`config.mk`:
```
export PLATFORM = sky130hd
export DESIGN_NAME = register_file
export DESIGN_NICKNAME = d
export VERILOG_FILES = /design/src/rtl/register_file.sv
export SDC_FILE = /design/constraint.sdc
export NUM_CORES = 2
export LEC_CHECK = 0
export CAP_MARGIN = 20
export CORE_MARGIN = 10
export CORE_UTILIZATION = 45
export CTS_CLUSTER_SIZE = 24
export DETAILED_ROUTE_END_ITERATION = 16
export DONT_BUFFER_PORTS = 1
export SLEW_MARGIN = 25
export SYNTH_ARGS = -nofsm -noshare
export SYNTH_HDL_FRONTEND = slang
export SYNTH_SLANG_ARGS = --single-unit
```
`constraint.sdc`:
```
create_clock -name clk -period 2.8 [get_ports clk]
set_input_delay 0.56 -clock clk [delete_from_list [all_inputs] [get_ports clk]]
set_output_delay 0.56 -clock clk [all_outputs]
set_load 0.05 [all_outputs]
```
`src/rtl/register_file.sv`:
```
// General-purpose register file: two combinational read ports, one write port, register 0 reads as zero.
// Latency: reads are combinational; a write is visible from the cycle after the edge, or in the same cycle when bypass is enabled.
// Backpressure: none; a write is accepted on every enabled rising edge.
module register_file #(
  parameter int dataWidth    = 32,
  parameter int addrWidth    = 5,
  parameter bit bypassEnable = 1'b1
) (
  input  logic                 clk,
  input  logic                 resetN,
  input  logic [addrWidth-1:0] readReg1,
  input  logic [addrWidth-1:0] readReg2,
  input  logic [addrWidth-1:0] writeReg,
  input  logic [dataWidth-1:0] writeData,
  input  logic                 regWrite,
  output logic [dataWidth-1:0] readData1,
  output logic [dataWidth-1:0] readData2
);

  localparam int NumRegs = 2 ** addrWidth;

  logic [dataWidth-1:0] regs_q [NumRegs];
  logic [dataWidth-1:0] regs_d [NumRegs];
  logic                 wr_active;

  // A write only counts outside reset and never to index 0, so entry 0 stays zero forever.
  assign wr_active = resetN && regWrite && (writeReg != '0);

  // Next-state of the array: at most one entry replaced by writeData.
  always_comb begin
    regs_d = regs_q;
    if (wr_active) begin
      regs_d[writeReg] = writeData;
    end
  end

  // Array storage; reset clears every entry immediately and wins over a coincident clock edge.
  always_ff @(posedge clk or negedge resetN) begin
    if (!resetN) begin
      for (int i = 0; i < NumRegs; i++) begin
        regs_q[i] <= '0;
      end
    end else begin
      regs_q <= regs_d;
    end
  end

  // Read port 1: zero in reset or for index 0, else bypassed write data or the stored entry.
  always_comb begin
    readData1 = '0;
    if (resetN && (readReg1 != '0)) begin
      if (bypassEnable && wr_active && (readReg1 == writeReg)) begin
        readData1 = writeData;
      end else begin
        readData1 = regs_q[readReg1];
      end
    end
  end

  // Read port 2: same rule as port 1, evaluated independently.
  always_comb begin
    readData2 = '0;
    if (resetN && (readReg2 != '0)) begin
      if (bypassEnable && wr_active && (readReg2 == writeReg)) begin
        readData2 = writeData;
      end else begin
        readData2 = regs_q[readReg2];
      end
    end
  end

endmodule
```
### Word-level counts from Yosys, hierarchy flattened

Cells that the tools add are included.

* register bits: 1024
* word-level logic and storage cells: 64
* input port bits: 50
* output and inout bits: 64

* mux-type cells: 13
* $lt $le $gt $ge: 4
* eq/ne operators: 2
* bitwise logic cells: 3
* reductions and logical operators: 10

Operators with widths (count)
* 1024-bit bitwise mux: 1
* 32-bit binary-select mux with 5-bit select: 2
* 32-bit 2-to-1 mux: 9
* 32-bit demux with 5-bit select: 1
* 6-bit >= comparator (second input constant): 3
* 5-bit inverter with 6-bit output: 3
* 5-bit nonzero test: 3
* 5-bit equality test: 2
* 1-bit logical AND: 7
* 6-bit by 1-bit < comparator with 1-bit output (second input constant): 1

### Logic depth before layout (Yosys ltp)

* word-level depth: 6
* depth in mapped cells: 10
* gate-level depth less buffers: 5

### Worst setup path before layout

OpenSTA, ideal clock, no wires.

* path type: in2out
* from: input readReg1[1]
* to: output readData1[0]
* stages: 7
* path slack: -0.147 ns
* required time: 2.240 ns
* path buffers: 3
* arrival: 2.387 ns
* cells stage by stage: buf_2 -> buf_2 -> clkbuf_1 -> mux4_2 -> a211oi_1 -> a21oi_1 -> a221o_1

* word-level cells in the longest chain between the ends: 6
* elaborated cells between the ends (all ways): 10
* classes of those cells: eq/ne: 1; mux: 5; bitwise: 1; reduce/logical: 3

RTL lines
* start: declaration: RTL line 11 `input logic [addrWidth-1:0] readReg1,`
* 5-bit inverter with 6-bit output (not written as such): RTL line 55 `readData1 = regs_q[readReg1];`
* 32-bit binary-select mux with 5-bit select: RTL line 55
* 32-bit 2-to-1 mux (not written as such) (2 in a row): RTL line 55
* 32-bit 2-to-1 mux: RTL line 52 `if (bypassEnable && wr_active && (readReg1 == writeReg)) begin`
* 32-bit 2-to-1 mux (*): RTL line 51 `if (resetN && (readReg1 != '0)) begin`
* end: declaration: RTL line 16 `output logic [dataWidth-1:0] readData1,`

Every way passes the cells marked *; elsewhere a longest branch is shown, timed or not. The select of a mux whose other input is x is not followed.

### Worst setup path after layout

* from: input readReg1[0]
* to: output readData1[9]

The elaborated chain is that of the path after synthesis.

==> flow_metrics.py <==
metrics = {
    "outcome": {
        "status": "finished, violations left",
        "failed_checks": "hold timing, setup timing",
    },
    "grt": {
        "grt_use_total_pct": 26.3,
        "antenna_found_initial": 2,
        "overflow": 0,
        "grt_pass1_vias": 37361,
        "grt_first_pass_wirelength_mm": 268,
        "grt_start_max_net_pins": 322,
    },
    "die": {
        "die_area_um2": 137000,
        "fp.dieW_um": 370,
        "start_util_pct": 45.3,
        "pin_count": 114,
        "dieHeight_um": 370,
        "core_um2": 122000,
        "fp-row-count": 128,
    },
    "cells_and_area": {
        "n_fill_cell": 9986,
        "reg_top3": "regs_q: 1024 flops",
        "largest_reg_flops": 1024,
        "nNetsFinal": 3909,
        "layout.cells.non_filler": 5578,
        "syn2layout_area_growth_pct": 18.2,
        "largest_register": "regs_q",
        "layout-drive-gt1-share_pct": 54.3,
    },
    "timing": {
        "finalWorstSetupSlack_ns": -0.923,
        "fin_hold_ws_ns": -0.0232,
        "rsz0062_at_grt": "true",
        "period_share_pct": 133,
        "period_needed_ns": 3.72,
        "tightest_slew_ns": 1.42,
        "clock_skew_ns": 0,
        "drv_slew": 0,
        "maxSlewHeadroom_pct": 5.29,
        "final_hold_viol_count": 8,
        "fmax_ghz": 0.269,
        "finalSetupViolCount": 64,
    },
    "detailed_routing": {
        "drt-vias-per-instance": 6.56,
        "ant_nets": 0,
        "drc_errors": 0,
        "initialDrtViolationCount": 4020,
        "dr.pass1.iters": 5,
        "wirelength_mm": 183,
        "vias": 36616,
        "wl_per_cell_um": 32.8,
    },
    "worst_setup_path": {
        "cp_max_fo": 290,
        "slowest_stage": "mux4_2",
        "critPathTopFamily": "multiplexers",
        "reg2regPathDepth": 2,
        "crit_arrival_ns": 3.16,
        "slowest_delay_ns": 0.95,
        "r2r_setup_slack_ns": 1.89,
        "crit_type": "input port to output pin",
        "worst_setup_path_start_kind": "input port",
        "rr_endpoint": "regs_q[8]$_DFFE_PN0P_",
        "worstPathBufferInverterCount": 1,
        "cp_data_required_time_ns": 2.24,
        "reg2reg_from": "regs_q[8]$_DFFE_PN0P_",
        "path_cells": "mux4_2 -> nor2b_4 -> a211oi_2 -> a21oi_1 -> a221o_2 -> buf_12",
        "cp-end-kind": "output pin",
    },
    "placement": {
        "post-place-ws_ns": -1.86,
        "hpwlAfterDp_mm": 99.6,
        "routabilityCongestion": 0.777,
        "dp.cells": 5274,
        "numPortBuffers": 0,
    },
    "job": {
        "cap_violations": 0,
    },
    "power_and_ir_drop": {
        "p_clk_share_pct": 38.1,
        "ir_drop_v": 0.000554,
        "internal_power_uw": 30000,
        "p_leak_uw": 0.0294,
        "combPwrFrac_pct": 17.2,
        "pwr-share-seq_pct": 44.8,
        "power.share.switching_pct": 25.9,
        "p_per_area_nw_per_um2": 620,
        "p_switching_uw": 10500,
    },
    "yosys": {
        "synth-edff-count": 0,
        "synth_area_leaders": "dfrtp_1 46%, mux2_2 20%, mux4_2 16%",
        "synthCells": 3828,
        "yosys.cell_types.count": 44,
        "ys.flop_type": "dfrtp_1",
        "synth_top_cell_area_share_pct": 46.4,
        "synth_fp_nets": 3878,
        "ys_async_sr_fraction_pct": 100,
        "synth_area_um2": 55200,
        "yosysSeqAreaShare_pct": 46.4,
        "synth.largest_area_cell": "dfrtp_1",
        "yosysWarnings": 0,
        "avgSynthCellArea_um2": 14.4,
        "synth_common_cells": "1,024 x dfrtp_1, 975 x mux2_2, 385 x mux4_2, 287 x mux2i_1, 231 x clkbuf_1",
        "synth_most_common_cell": "dfrtp_1",
        "synth-seq-cells": 1024,
    },
    "clock_network": {
        "numCtsBuffers": 113,
        "cts_sinks": 1024,
        "htreeDepth": 3,
        "root_buffer": "clkbuf_16",
        "tritoncts": "built",
        "clockBufferDepth": 3,
        "path_clk_slew_ns": 0.06,
        "clk_latency_ns": 0.71,
    },
    "hold_path": {
        "hp-class": "input port to async pin",
    },
}
[cell families (layout without fill, tap and decap cells)]
kind of cell              Yosys count  in the layout  share of synthesized area [%]
xor gates and xnor gates           10             10                          0.159
AOI/OAI and AO/OA                 453            453                           6.17
muxes                            1695           1695                           41.8
other                               0              1                              0
buffers and inverters             445            569                           3.77
DFF                              1024           1024                           46.4
and+or+nand+nor                   201            201                           1.70
[power by group through the flow]
stage | clock network (uW) | registers [uW] | logic [uW]
floorplan | 0 | 17800 | 5100
global placement | 0 | 18200 | 5770
detailed placement | 0 | 18300 | 6220
CTS | 15600 | 18000 | 6830
global route | 16200 | 18300 | 7410
finish | 15400 | 18100 | 6950
[layout by cell type, fill, tap and decap left out, types with 33 or more instances in the layout]
cell	instances
a21oi_1	99
a221oi_1	56
a22oi_1	46
buf_12	154
buf_4	139
clkbuf_16	114
dfrtp_1	1024
mux2_1	48
mux2_2	944
mux2i_1	283
mux4_2	385
nand2_1	43
nand2_2	37
o21bai_1	33
o221ai_1	63
[metal layers]
metal,track usage (%),vias up,part of all wire (%)
met5,0,-,0
met4,8.69,0,3.3
met3,5.19,312,7.8
met2,39.4,1401,45
met1,38.2,20009,44
li1,-,14894,-
[final cells by class]
class | instances | area [um2] | area share [%]
Inverter | 2 | 7.51 | 0.0115
Clock buffer | 174 | 3400 | 5.21
Antenna cell | 1 | 2.50 | 0.00383
Clock inverter | 34 | 415 | 0.636
Sequential cell | 1024 | 25600 | 39.3
Multi-Input combinational cell | 2359 | 28700 | 44.0
Timing Repair Buffer | 359 | 5050 | 7.74
Tap cell | 1625 | 2030 | 3.11
[stage by stage]
step	setup TNS (ns)	hold WS [ns]	total power, uW	area [um2]	util [%]
3_3_place_gp	-12.52	0.356	24000	59300	48.7
4_1_cts	-18.42	0.0278	40500	65000	53.3
6_report	-33.67	-0.0232	40400	65300	53.6
3_5_place_dp	-1454.91	0.382	24500	59500	48.8
5_1_grt	-21.66	0.0569	42000	65300	53.6
2_1_floorplan	-1.14	0.264	22900	55300	-
[how the worst max path moves through the flow]
stage / start / slack (ns) / depth (start not counted) / to
after detailed placement: resetN / -1.86 / 9 / readData1[9]
after CTS: regs_q[924]$_DFFE_PN0P_ / -0.41 / 6 / readData1[28]
final: readReg1[0] / -0.92 / 6 / readData1[9]
after global placement: writeReg[0] / -0.46 / 7 / readData1[1]
after global routing: readReg1[0] / -0.55 / 6 / readData1[9]
after floorplan: readReg1[0] / -0.05 / 7 / readData1[0]
[timing repair]
action / 4_1_cts / 5_1_grt
setup endpoints to repair: 1056 / 64
hold buffers: 46 / 0
gates cloned: 12 / 0
pin swaps: 107 / 59
resized for setup: 146 / 78
endpoints found under the hold margin: 1161 / 0
buffers inserted: 33 / 9
Note: power is estimated with default switching activity, not from simulation.
